===== src/rtl/trace_pkg.sv =====
// Shared types and constants for the ALU result trace buffer.
package trace_pkg;

    typedef enum logic [1:0] {
        IDLE = 2'd0,
        RUN  = 2'd1,
        HALT = 2'd2
    } state_t;

    localparam int DROP_CNT_WIDTH = 16;

endpackage


===== src/rtl/sync_fifo_fwft.sv =====
// First-word-fall-through synchronous FIFO. The head entry is presented
// combinationally whenever the FIFO is non-empty. A push and a pop in the
// same cycle are both honoured even when full: the write lands in the slot
// the departing head is vacating.
module sync_fifo_fwft #(
    parameter int WIDTH = 48,
    parameter int DEPTH = 16
) (
    input  logic                     clk,
    input  logic                     reset,
    input  logic                     clear,
    input  logic                     push,
    input  logic                     pop,
    input  logic [WIDTH-1:0]         wr_data,
    output logic [WIDTH-1:0]         rd_data,
    output logic [$clog2(DEPTH):0]   count,
    output logic                     full,
    output logic                     empty
);

    localparam int AW = $clog2(DEPTH);

    logic [WIDTH-1:0] mem [DEPTH];
    logic [AW-1:0]    wr_ptr;
    logic [AW-1:0]    rd_ptr;
    logic             do_push;
    logic             do_pop;

    assign empty   = (count == '0);
    assign full    = (count == (AW+1)'(DEPTH));
    assign do_pop  = pop && !empty;
    assign do_push = push && (!full || do_pop);
    // Gate the head to zero when empty so the output is clean during reset.
    assign rd_data = empty ? '0 : mem[rd_ptr];

    // Storage array; no reset needed since only valid slots are ever read.
    always_ff @(posedge clk) begin
        if (do_push && !clear)
            mem[wr_ptr] <= wr_data;
    end

    // Pointers and occupancy; pointers wrap naturally at power-of-two depth.
    always_ff @(posedge clk or negedge reset) begin
        if (!reset) begin
            wr_ptr <= '0;
            rd_ptr <= '0;
            count  <= '0;
        end else if (clear) begin
            wr_ptr <= '0;
            rd_ptr <= '0;
            count  <= '0;
        end else begin
            if (do_push) wr_ptr <= wr_ptr + AW'(1);
            if (do_pop)  rd_ptr <= rd_ptr + AW'(1);
            if (do_push && !do_pop)      count <= count + (AW+1)'(1);
            else if (do_pop && !do_push) count <= count - (AW+1)'(1);
        end
    end

endmodule


===== src/rtl/alu_result_trace_buffer.sv =====
// Timestamped capture of ALU results into a FWFT FIFO with overflow
// accounting and an optional halt-on-first-drop mode.
module alu_result_trace_buffer
    import trace_pkg::*;
#(
    parameter int DATA_WIDTH   = 32,
    parameter int DEPTH        = 16,
    parameter int TS_WIDTH     = 16,
    parameter bit STOP_ON_FULL = 1'b0
) (
    input  logic                      clk,
    input  logic                      reset,
    input  logic                      clear,
    input  logic [DATA_WIDTH-1:0]     alu_result_in,
    input  logic                      capture_en,
    input  logic                      change_only,
    input  logic                      rd_ready,
    output logic                      rd_valid,
    output logic [DATA_WIDTH-1:0]     rd_data,
    output logic [TS_WIDTH-1:0]       rd_timestamp,
    output logic [$clog2(DEPTH):0]    count,
    output logic                      full,
    output logic                      overflow,
    output logic [DROP_CNT_WIDTH-1:0] drop_count,
    output logic                      halted
);

    state_t                state, state_nxt;
    logic [TS_WIDTH-1:0]   ts;
    logic [DATA_WIDTH-1:0] last_value;
    logic                  first_flag;
    logic                  empty;
    logic                  req;
    logic                  pop;
    logic                  push;
    logic                  drop;

    // HALT blocks sampling; clear suppresses any request in its own cycle.
    assign req  = !clear && capture_en && (state != HALT) &&
                  (!change_only || first_flag || (alu_result_in != last_value));
    assign pop  = rd_valid && rd_ready;
    assign push = req && (!full || pop);
    assign drop = req && full && !pop;

    assign rd_valid = !empty;
    assign halted   = (state == HALT);

    sync_fifo_fwft #(
        .WIDTH (DATA_WIDTH + TS_WIDTH),
        .DEPTH (DEPTH)
    ) u_fifo (
        .clk     (clk),
        .reset   (reset),
        .clear   (clear),
        .push    (push),
        .pop     (pop),
        .wr_data ({alu_result_in, ts}),
        .rd_data ({rd_data, rd_timestamp}),
        .count   (count),
        .full    (full),
        .empty   (empty)
    );

    // State register.
    always_ff @(posedge clk or negedge reset) begin
        if (!reset) state <= IDLE;
        else        state <= state_nxt;
    end

    // Next state: clear wins, a drop halts only in stop-on-full mode.
    always_comb begin
        state_nxt = state;
        if (clear) begin
            state_nxt = IDLE;
        end else begin
            case (state)
                IDLE: if (drop && STOP_ON_FULL) state_nxt = HALT;
                      else if (capture_en)      state_nxt = RUN;
                RUN:  if (drop && STOP_ON_FULL) state_nxt = HALT;
                      else if (!capture_en)     state_nxt = IDLE;
                HALT: state_nxt = HALT;
                default: state_nxt = IDLE;
            endcase
        end
    end

    // Free-running timestamp, change-detect history and drop accounting.
    always_ff @(posedge clk or negedge reset) begin
        if (!reset) begin
            ts         <= '0;
            last_value <= '0;
            first_flag <= 1'b1;
            overflow   <= 1'b0;
            drop_count <= '0;
        end else if (clear) begin
            ts         <= '0;
            last_value <= '0;
            first_flag <= 1'b1;
            overflow   <= 1'b0;
            drop_count <= '0;
        end else begin
            ts <= ts + TS_WIDTH'(1);
            if (push) begin
                last_value <= alu_result_in;
                first_flag <= 1'b0;
            end
            if (drop) begin
                overflow <= 1'b1;
                if (drop_count != '1) drop_count <= drop_count + DROP_CNT_WIDTH'(1);
            end
        end
    end

endmodule


===== config.mk =====
export PLATFORM = sky130hd
export DESIGN_NAME = alu_result_trace_buffer
export DESIGN_NICKNAME = d
export VERILOG_FILES = /design/src/rtl/trace_pkg.sv /design/src/rtl/sync_fifo_fwft.sv /design/src/rtl/alu_result_trace_buffer.sv
export SDC_FILE = /design/constraint.sdc
export NUM_CORES = 1
export LEC_CHECK = 0
export ABC_CLOCK_PERIOD_IN_PS = 13850
export BUFFER_PORTS_ARGS = -buffer_cell sky130_fd_sc_hd__buf_2
export CORE_MARGIN = 5
export CORE_UTILIZATION = 45
export DETAILED_ROUTE_END_ITERATION = 16
export GPL_TIMING_DRIVEN = 0
export MAX_ROUTING_LAYER = met4
export SKIP_LAST_GASP = 1
export SYNTH_ARGS = -nofsm -noshare
export SYNTH_HDL_FRONTEND = slang
export SYNTH_SLANG_ARGS = --single-unit

===== constraint.sdc =====
create_clock -name clk -period 13.85 [get_ports clk]
set_input_delay 1.385 -clock clk [delete_from_list [all_inputs] [get_ports clk]]
set_output_delay 1.385 -clock clk [all_outputs]
set_load 0.01 [all_outputs]

==> load_flow_metrics.sql, run 1 <==
INSERT INTO impl_metrics (metric_group, metric, value, unit) VALUES
('floorplan', 'die_y', '282.8', 'um'),
('timing', 'timing.final.hold_violations', '0', ''),
('timing', 'rsz0062_at_grt', 'no', ''),
('setup_path', 'endpoint_kind', 'primary output', ''),
('setup_path', 'crit_arrival', '4.17', 'ns'),
('setup_path', 'worstSetupStartpointType', 'register', ''),
('timing', 'tightest_slew', '1.095', 'ns'),
('clock_network', 'clock_tree.htree_level_count', '3', ''),
('logic_synthesis', 'synth_async_sr_flop_share', '9.541', '%'),
('pwr', 'internal_power', '0.004841', 'W'),
('timing', 'smallest_hold_slack', '0.4333', 'ns'),
('floorplan', 'dieWidth', '282.8', 'um'),
('logic_synthesis', 'synth_edf_count', '768', ''),
('pwr', 'leakagePower', '12.68', 'nW'),
('clock_network', 'cts_made_buffers', '86', ''),
('floorplan', 'initial_core_util', '45.21', '%'),
('drt', 'dr_total_vias', '16390', ''),
('logic_synthesis', 'post_synth.cell_area_avg', '20.97', 'um^2'),
('logic_synthesis', 'ys.flop_type', 'edfxtp_1', ''),
('setup_path', 'timing.critical_path.fanout_max', '10', ''),
('setup_path', 'worst-endpoint-required', '12.47', 'ns'),
('clock_network', 'postCtsHoldBufs', '0', ''),
('logic_synthesis', 'ys_seq_area_share', '74.93', '%'),
('floorplan', 'rows', '100', ''),
('timing', 'worst_slack', '8.290', 'ns'),
('clock_network', 'cts.sink_count', '849', ''),
('place', 'dpl_worst_slack', '8.551', 'ns'),
('floorplan', 'floorplan.die_area', '0.07996', 'mm^2'),
('clock_network', 'clk-insertion-delay-late', '0.64', 'ns'),
('finish', 'final_cell_area', '0.03867', 'mm^2'),
('setup_path', 'setup.worst_path.class', 'reg2out', ''),
('clock_network', 'post_cts_resize_count', '0', ''),
('floorplan', 'placeable_area', '0.07407', 'mm^2'),
('timing', 'fin_crit_sh', '40.14', '%'),
('drt', 'post-route-drc-count', '0', ''),
('logic_synthesis', 'synth_largest_type_area_fraction', '68.87', '%'),
('logic_synthesis', 'yosys.area.top_type', 'edfxtp_1', ''),
('clock_network', 'cts-root-buf', 'clkbuf_16', ''),
('timing', 'drv_slew', '0', ''),
('finish', 'layout_commonest_cell', 'edfxtp_1', ''),
('logic_synthesis', 'synth_area_leaders', 'edfxtp_1 (69%), mux4_2 (16%), dfrtp_1 (6.0%)', ''),
('outcome', 'run_status', 'finished clean', ''),
('timing', 'finalSetupTns', '0', 'ns'),
('place', 'dpl_cell_area', '0.03581', 'mm^2'),
('place', 'place.port_buffers', '110', ''),
('global_route', 'globalRouteOverflowTotal', '0', ''),
('timing', 'timing.fmax', '179.9', 'MHz'),
('drt', 'post_drt_wl_per_cell', '27.00', 'um'),
('floorplan', 'ioPinCount', '111', ''),
('logic_synthesis', 'yosysWarnings', '0', ''),
('clock_network', 'post_cts.repair.setup_buffers', '0', ''),
('place', 'dp_hpwl', '48400', 'um'),
('global_route', 'grt_max_degree', '65', ''),
('place', 'gp_congestion', '0.8084', ''),
('drt', 'drt-pass1-iter-count', '5', ''),
('timing', 'fin_skew', '0.02660', 'ns'),
('pwr', 'pwr-share-seq', '43.7', '%'),
('timing', 'final_setup_viols', '0', ''),
('timing', 'slew_headroom', '26.41', '%'),
('global_route', 'grt_pass1_vias', '17330', ''),
('clock_network', 'tritoncts_clock_tree', 'built', ''),
('finish', 'mostFrequentLayoutCells', 'edfxtp_1 (768), mux4_2 (240), buf_2 (137)', ''),
('finish', 'nNetsFinal', '1873', ''),
('logic_synthesis', 'total_of_flip_flops_plus_latches_after_synthesis', '849', ''),
('logic_synthesis', 'post_syn_instances', '1597', ''),
('pwr', 'p_per_area', '168.3', 'mW/mm^2'),
('logic_synthesis', 'synth_fp_nets', '1647', ''),
('drt', 'ant_nets', '0', ''),
('pwr', 'net-switching-power', '0.001667', 'W'),
('global_route', 'grt_antenna_before_repair', '5', ''),
('drt', 'dr.first_iter.drc_count', '1477', '');
[flip-flops by register name (all words and copies together) (netlist names)]
name / count
drop_count: 16
first_flag: 1
u_fifo.count: 5
u_fifo.rd_ptr: 4
overflow: 1
ts: 16
last_value: 32
u_fifo.mem: 768
u_fifo.wr_ptr: 4
state: 2
[final cells by class]
cell class / instances / area, um^2
fillers: 5835 / 35400
flip-flops and latches: 849 / 25090
multi-input cells: 653 / 8071
clock buffers: 115 / 2416
well taps: 969 / 1212
repair buffers: 138 / 1037
clock inverters: 43 / 429.2
plain buffers: 86 / 369.1
inverters: 9 / 33.78
diodes: 4 / 10.01
[power by group through the flow]
stage	sequential (W)	clock, W	combinational (W)
2_1_floorplan	0.00289	0	0.000907
3_3_place_gp	0.00289	0	0.00136
3_5_place_dp	0.00290	0	0.00138
4_1_cts	0.00284	0.00237	0.00138
5_1_grt	0.00284	0.00249	0.00145
6_report	0.00284	0.00233	0.00134
[routing by layer]
layer  share of wire, %  GRT usage [%]
met5                  0              -
met4                2.0          5.222
met3                5.4          3.126
met2                 49          31.93
met1                 43          28.47
[logic make-up (layout without fill, tap and decap cells)]
group	count (synthesis)	after routing	share of synthesized area [%]
DFF	849	849	74.93
and+or+nand+nor	270	270	4.435
muxes	250	250	16.50
buffers and inverters	95	391	1.203
AOI/OAI and AO/OA	72	72	1.181
xor gates and xnor gates	49	49	1.282
adders and majority gates	12	12	0.4708
other	0	4	0
[Yosys cell counts, drive strengths merged (2+ instances only)]
cell      n
nand2b   41
a31o      2
buf      35
nand4b    4
or3       8
a21o      3
nand3    17
mux4    240
and2     52
xor2     38
ha       11
nor4      7
inv       9
edfxtp  768
o21ai    43
nor2b     9
nand4     8
dfrtp    80
and4      3
a21oi    18
xnor2    11
mux2      6
nor3      9
nor2     38
mux2i     4
clkbuf   51
nand2    49
and3     22
o31ai     2
[per-stage QoR]
step	utilization, %	power [W]	std cells
2_1_floorplan	-	0.003800	1597
3_3_place_gp	47.59	0.004251	2676
3_5_place_dp	48.35	0.004271	2704
4_1_cts	52.19	0.006592	2862
5_1_grt	52.21	0.006783	2866
6_report	52.21	0.006508	2866
[final timing paths]
check | to | start | depth (start not counted) | slack (ns)
max in group asynchronous | first_flag$_DFFE_PN1P_ | reset | 2 | 12.51
min in group asynchronous | drop_count[8]$_DFFE_PN0P_ | reset | 1 | 0.63
max | rd_data[29] | u_fifo.rd_ptr[1]$_DFFE_PN0P_ | 7 | 8.29
min reg2reg | state[0]$_DFFE_PN0P_ | state[1]$_DFFE_PN0P_ | 1 | 0.43
min | state[0]$_DFFE_PN0P_ | state[1]$_DFFE_PN0P_ | 1 | 0.43
max reg2reg | u_fifo.mem[15][4]$_DFFE_PP_ | last_value[26]$_DFFE_PN0P_ | 11 | 9.84
[worst max-delay path, cell delays in order, from the launching register on]
cell	delay [ns]
dfrtp_1	0.36
clkbuf_1	0.31
clkbuf_1	0.79
buf_1	0.79
mux4_2	0.42
mux4_2	0.55
and2_1	0.19
buf_2	0.13
Power figures use the tool's default switching activity.
==> run 2: changes to the inputs <==
--- a/config.mk
+++ b/config.mk
@@ -5,7 +5,8 @@
 export SDC_FILE = /design/constraint.sdc
 export NUM_CORES = 1
 export LEC_CHECK = 0
-export ABC_CLOCK_PERIOD_IN_PS = 13850
+export ABC_AREA = 1
+export ABC_CLOCK_PERIOD_IN_PS = 5000
 export BUFFER_PORTS_ARGS = -buffer_cell sky130_fd_sc_hd__buf_2
 export CORE_MARGIN = 5
 export CORE_UTILIZATION = 45
==> constraint.sdc (replaced) <==
create_clock -name clk -period 5 [get_ports clk]
set_input_delay 0.5 -clock clk [delete_from_list [all_inputs] [get_ports clk]]
set_output_delay 0.5 -clock clk [all_outputs]
set_load 0.01 [all_outputs]
==> run 2 against run 1 <==
Against the previous run: synthesized cell count up 73%; routed wire length up 45%; critical path depth unchanged; non-clock buffer count up 97; final area up 4.1%; sequential power rose to 2.8 times the previous value; highest routed layer unchanged.
==> load_flow_metrics.sql, run 2 <==
INSERT INTO impl_metrics (metric_group, metric, value, unit) VALUES
('logic_synthesis', 'netlist_area', '0.03453', 'mm^2'),
('setup_path', 'timing.critical_path.to', 'rd_data[9]', ''),
('timing', 'fin_crit_sh', '90.01', '%'),
('clock_network', 'tritoncts_clock_tree', 'built', ''),
('min_path', 'min_path_type', 'in2reg', ''),
('finish', 'largest_register_ff_count', '768', ''),
('clock_network', 'clkSlewWorstSetupHoldPaths', '0.06', 'ns'),
('logic_synthesis', 'post_synth.cell_area_avg', '12.51', 'um^2'),
('floorplan', 'placeable_area', '0.07608', 'mm^2'),
('global_route', 'grt_total_usage', '27.30', '%'),
('global_route', 'grt_max_degree', '48', ''),
('clock_network', 'clock_path_buffers', '3', ''),
('finish', 'area_growth', '16.55', '%'),
('clock_network', 'post_cts_resize_count', '0', ''),
('pwr', 'leakagePower', '13.87', 'nW'),
('setup_path', 'endpoint_kind', 'primary output', ''),
('timing', 'slew_headroom', '22.70', '%'),
('drt', 'dr_total_vias', '24820', ''),
('logic_synthesis', 'ys.flop_type', 'edfxtp_1', ''),
('setup_path', 'worstSetupStartpointType', 'register', ''),
('floorplan', 'die_y', '287.0', 'um'),
('global_route', 'grt_pass1_vias', '23910', ''),
('timing', 'worst_slack', '0.4994', 'ns'),
('clock_network', 'cts.sink_count', '849', ''),
('setup_path', 'worstSetupStartpoint', 'u_fifo.rd_ptr[1]$_DFFE_PN0P_', ''),
('logic_synthesis', 'synth_fp_nets', '2811', ''),
('setup_path', 'setup.worst_path.class', 'reg2out', ''),
('logic_synthesis', 'synth_area_leaders', 'edfxtp_1 (67%), o21ai_0 (5.9%), dfrtp_1 (5.8%)', ''),
('finish', 'max_flop_register', 'u_fifo.mem', ''),
('logic_synthesis', 'yosys.cell_types.count', '43', ''),
('timing', 'final_setup_viols', '0', ''),
('global_route', 'globalRouteOverflowTotal', '0', ''),
('place', 'dp_hpwl', '74970', 'um'),
('clock_network', 'post_cts.repair.setup_buffers', '0', ''),
('setup_path', 'r2r-start', 'u_fifo.count[0]$_DFFE_PN0P_', ''),
('finish', 'reg_top3', 'u_fifo.mem (768), last_value (32)', ''),
('place', 'place.port_buffers', '110', ''),
('pwr', 'p_per_area', '497.5', 'mW/mm^2'),
('drt', 'dr.first_iter.drc_count', '3202', ''),
('floorplan', 'ioPinCount', '111', ''),
('setup_path', 'worst-endpoint-required', '4.50', 'ns'),
('drt', 'vias_per_cell', '6.059', ''),
('timing', 'timing.final.hold_violations', '0', ''),
('finish', 'finalCoreUtilization', '52.90', '%'),
('timing', 'timing.fmax', '222.2', 'MHz'),
('timing', 'tightest_slew', '1.160', 'ns'),
('logic_synthesis', 'ys_seq_area_share', '72.66', '%'),
('finish', 'fill_count', '6454', ''),
('floorplan', 'initial_core_util', '45.39', '%'),
('timing', 'fin_skew', '0.02936', 'ns'),
('job', 'drv.max_cap_violation_count', '0', ''),
('outcome', 'run_status', 'finished clean', ''),
('clock_network', 'cts-root-buf', 'clkbuf_16', ''),
('global_route', 'grt_pass1_wl', '160900', 'um'),
('clock_network', 'clk-insertion-delay-late', '0.64', 'ns'),
('finish', 'layout_commonest_cell', 'edfxtp_1', ''),
('logic_synthesis', 'most_numerous_cell_in_the_yosys_netlist', 'edfxtp_1', ''),
('logic_synthesis', 'synth_async_sr_flop_share', '9.541', '%'),
('timing', 'drv_slew', '0', ''),
('drt', 'post-route-drc-count', '0', ''),
('setup_path', 'timing.reg2reg.worst_path_depth', '13', ''),
('floorplan', 'floorplan.die_area', '0.08237', 'mm^2'),
('logic_synthesis', 'total_of_flip_flops_plus_latches_after_synthesis', '849', ''),
('logic_synthesis', 'post_syn_instances', '2761', ''),
('drt', 'post_drt_wl_per_cell', '27.40', 'um'),
('finish', 'layout-drive-gt1-share', '13.05', '%'),
('finish', 'mostFrequentLayoutCells', 'edfxtp_1 (768), nor2_1 (514), o21ai_0 (405)', ''),
('setup_path', 'r2r_slack', '1.63', 'ns'),
('logic_synthesis', 'yosys-top-cells-count', 'edfxtp_1 (768), nor2_1 (530), o21ai_0 (405)', ''),
('clock_network', 'cts_made_buffers', '88', ''),
('place', 'dpl_worst_slack', '1.110', 'ns'),
('logic_synthesis', 'synth_largest_type_area_fraction', '66.79', '%'),
('setup_path', 'timing.critical_path.fanout_max', '10', ''),
('place', 'gp_congestion', '0.8970', ''),
('setup_path', 'worst_r2r_endpoint', 'u_fifo.mem[12][32]$_DFFE_PP_', ''),
('floorplan', 'dieWidth', '287.0', 'um'),
('finish', 'nNetsFinal', '3045', ''),
('global_route', 'grt_antenna_before_repair', '4', ''),
('drt', 'drt-total-wl', '112200', 'um'),
('logic_synthesis', 'synth_edf_count', '768', ''),
('logic_synthesis', 'yosys.area.top_type', 'edfxtp_1', ''),
('logic_synthesis', 'yosysWarnings', '0', ''),
('setup_path', 'crit_arrival', '4.00', 'ns'),
('floorplan', 'rows', '101', ''),
('pwr', 'vdd_ir_drop_max', '285.4', 'uV'),
('timing', 'layout_min_cycle_time', '4.501', 'ns'),
('drt', 'ant_nets', '0', ''),
('drt', 'drt-pass1-iter-count', '5', ''),
('clock_network', 'clock_tree.htree_level_count', '3', ''),
('timing', 'rsz0062_at_grt', 'no', '');
run 2: changes by cell type after synthesis, sizes merged, moves of 80 or more:
cell / change
inv: +93
mux4: -240
nand2: +144
nand3: +87
nor2: +500
o21ai: +400
o221ai: +136
o22ai: +80
run 2: kinds of logic after synthesis:
family                     Yosys count  share of synthesized area, %
AOI/OAI and AO/OA                  725                         12.46
xor gates and xnor gates            23                        0.5834
adders and majority gates           12                        0.4566
buffers and inverters              281                         3.392
DFF                                849                         72.66
and+or+nand+nor                    871                         10.45
run 2: metrics by stage:
stage	hold WS, ns	setup TNS (ns)	instances	area (um^2)	power, W
finish	0.1265	0	4096	40240	0.02002
global route	0.1275	0	4096	40240	0.02069
CTS	0.09527	0	4094	40240	0.01995
detailed placement	0.4244	0	3934	37260	0.01322
global placement	0.4160	-1421.96	3901	36370	0.01312
floorplan	0.2044	0	2761	34530	0.01088
run 2: what timing repair did:
item,4_1_cts,5_1_grt
hold buffers,1,0
hold endpoints to repair,33,0
setup endpoints to repair,0,0
run 2: worst min path at each step:
stage / from / end / cells after the start
floorplan: reset / drop_count[0]$_DFFE_PN0P_ / 0
global placement: state[1]$_DFFE_PN0P_ / state[0]$_DFFE_PN0P_ / 1
detailed placement: state[1]$_DFFE_PN0P_ / state[0]$_DFFE_PN0P_ / 1
CTS: capture_en / state[0]$_DFFE_PN0P_ / 3
global route: capture_en / state[0]$_DFFE_PN0P_ / 3
finish: capture_en / state[0]$_DFFE_PN0P_ / 3
run 2: per-layer routing:
| metal | GRT usage [%] | part of all wire [%] | vias up |
|---|---|---|---|
| met5 | - | 0 | - |
| met4 | 8.564 | 3.0 | 0 |
| met3 | 4.187 | 10 | 221 |
| met2 | 42.73 | 47 | 1525 |
| met1 | 37.36 | 40 | 12440 |
| li1 | - | - | 10630 |
run 2: worst max-delay path, cell delays in order, from the launching register on:
cell	delay, ns
dfrtp_1	0.46
clkbuf_1	0.80
clkbuf_1	0.59
o21ai_0	0.19
o221ai_1	0.24
nand3_1	0.30
a21oi_1	0.55
buf_2	0.23
run 2: layout make-up:
cell class / count / area (um^2) / area share [%]
sequential: 849 / 25090 / 62.35
multi-input combinational: 1631 / 8388 / 20.84
clock buffer: 109 / 2332 / 5.795
timing repair buffer: 144 / 1329 / 3.302
tap: 1030 / 1289 / 3.202
buffer: 177 / 779.5 / 1.937
clock inverter: 50 / 639.4 / 1.589
inverter: 104 / 391.6 / 0.9731
antenna: 2 / 5.005 / 0.01244
run 2: where the power goes:
group | switching (W) | total [W] | internal (W)
Clock | 0.00278 | 0.00683 | 0.00404
Combinational | 0.00392 | 0.00530 | 0.00138
Sequential | 0.0000720 | 0.00789 | 0.00782
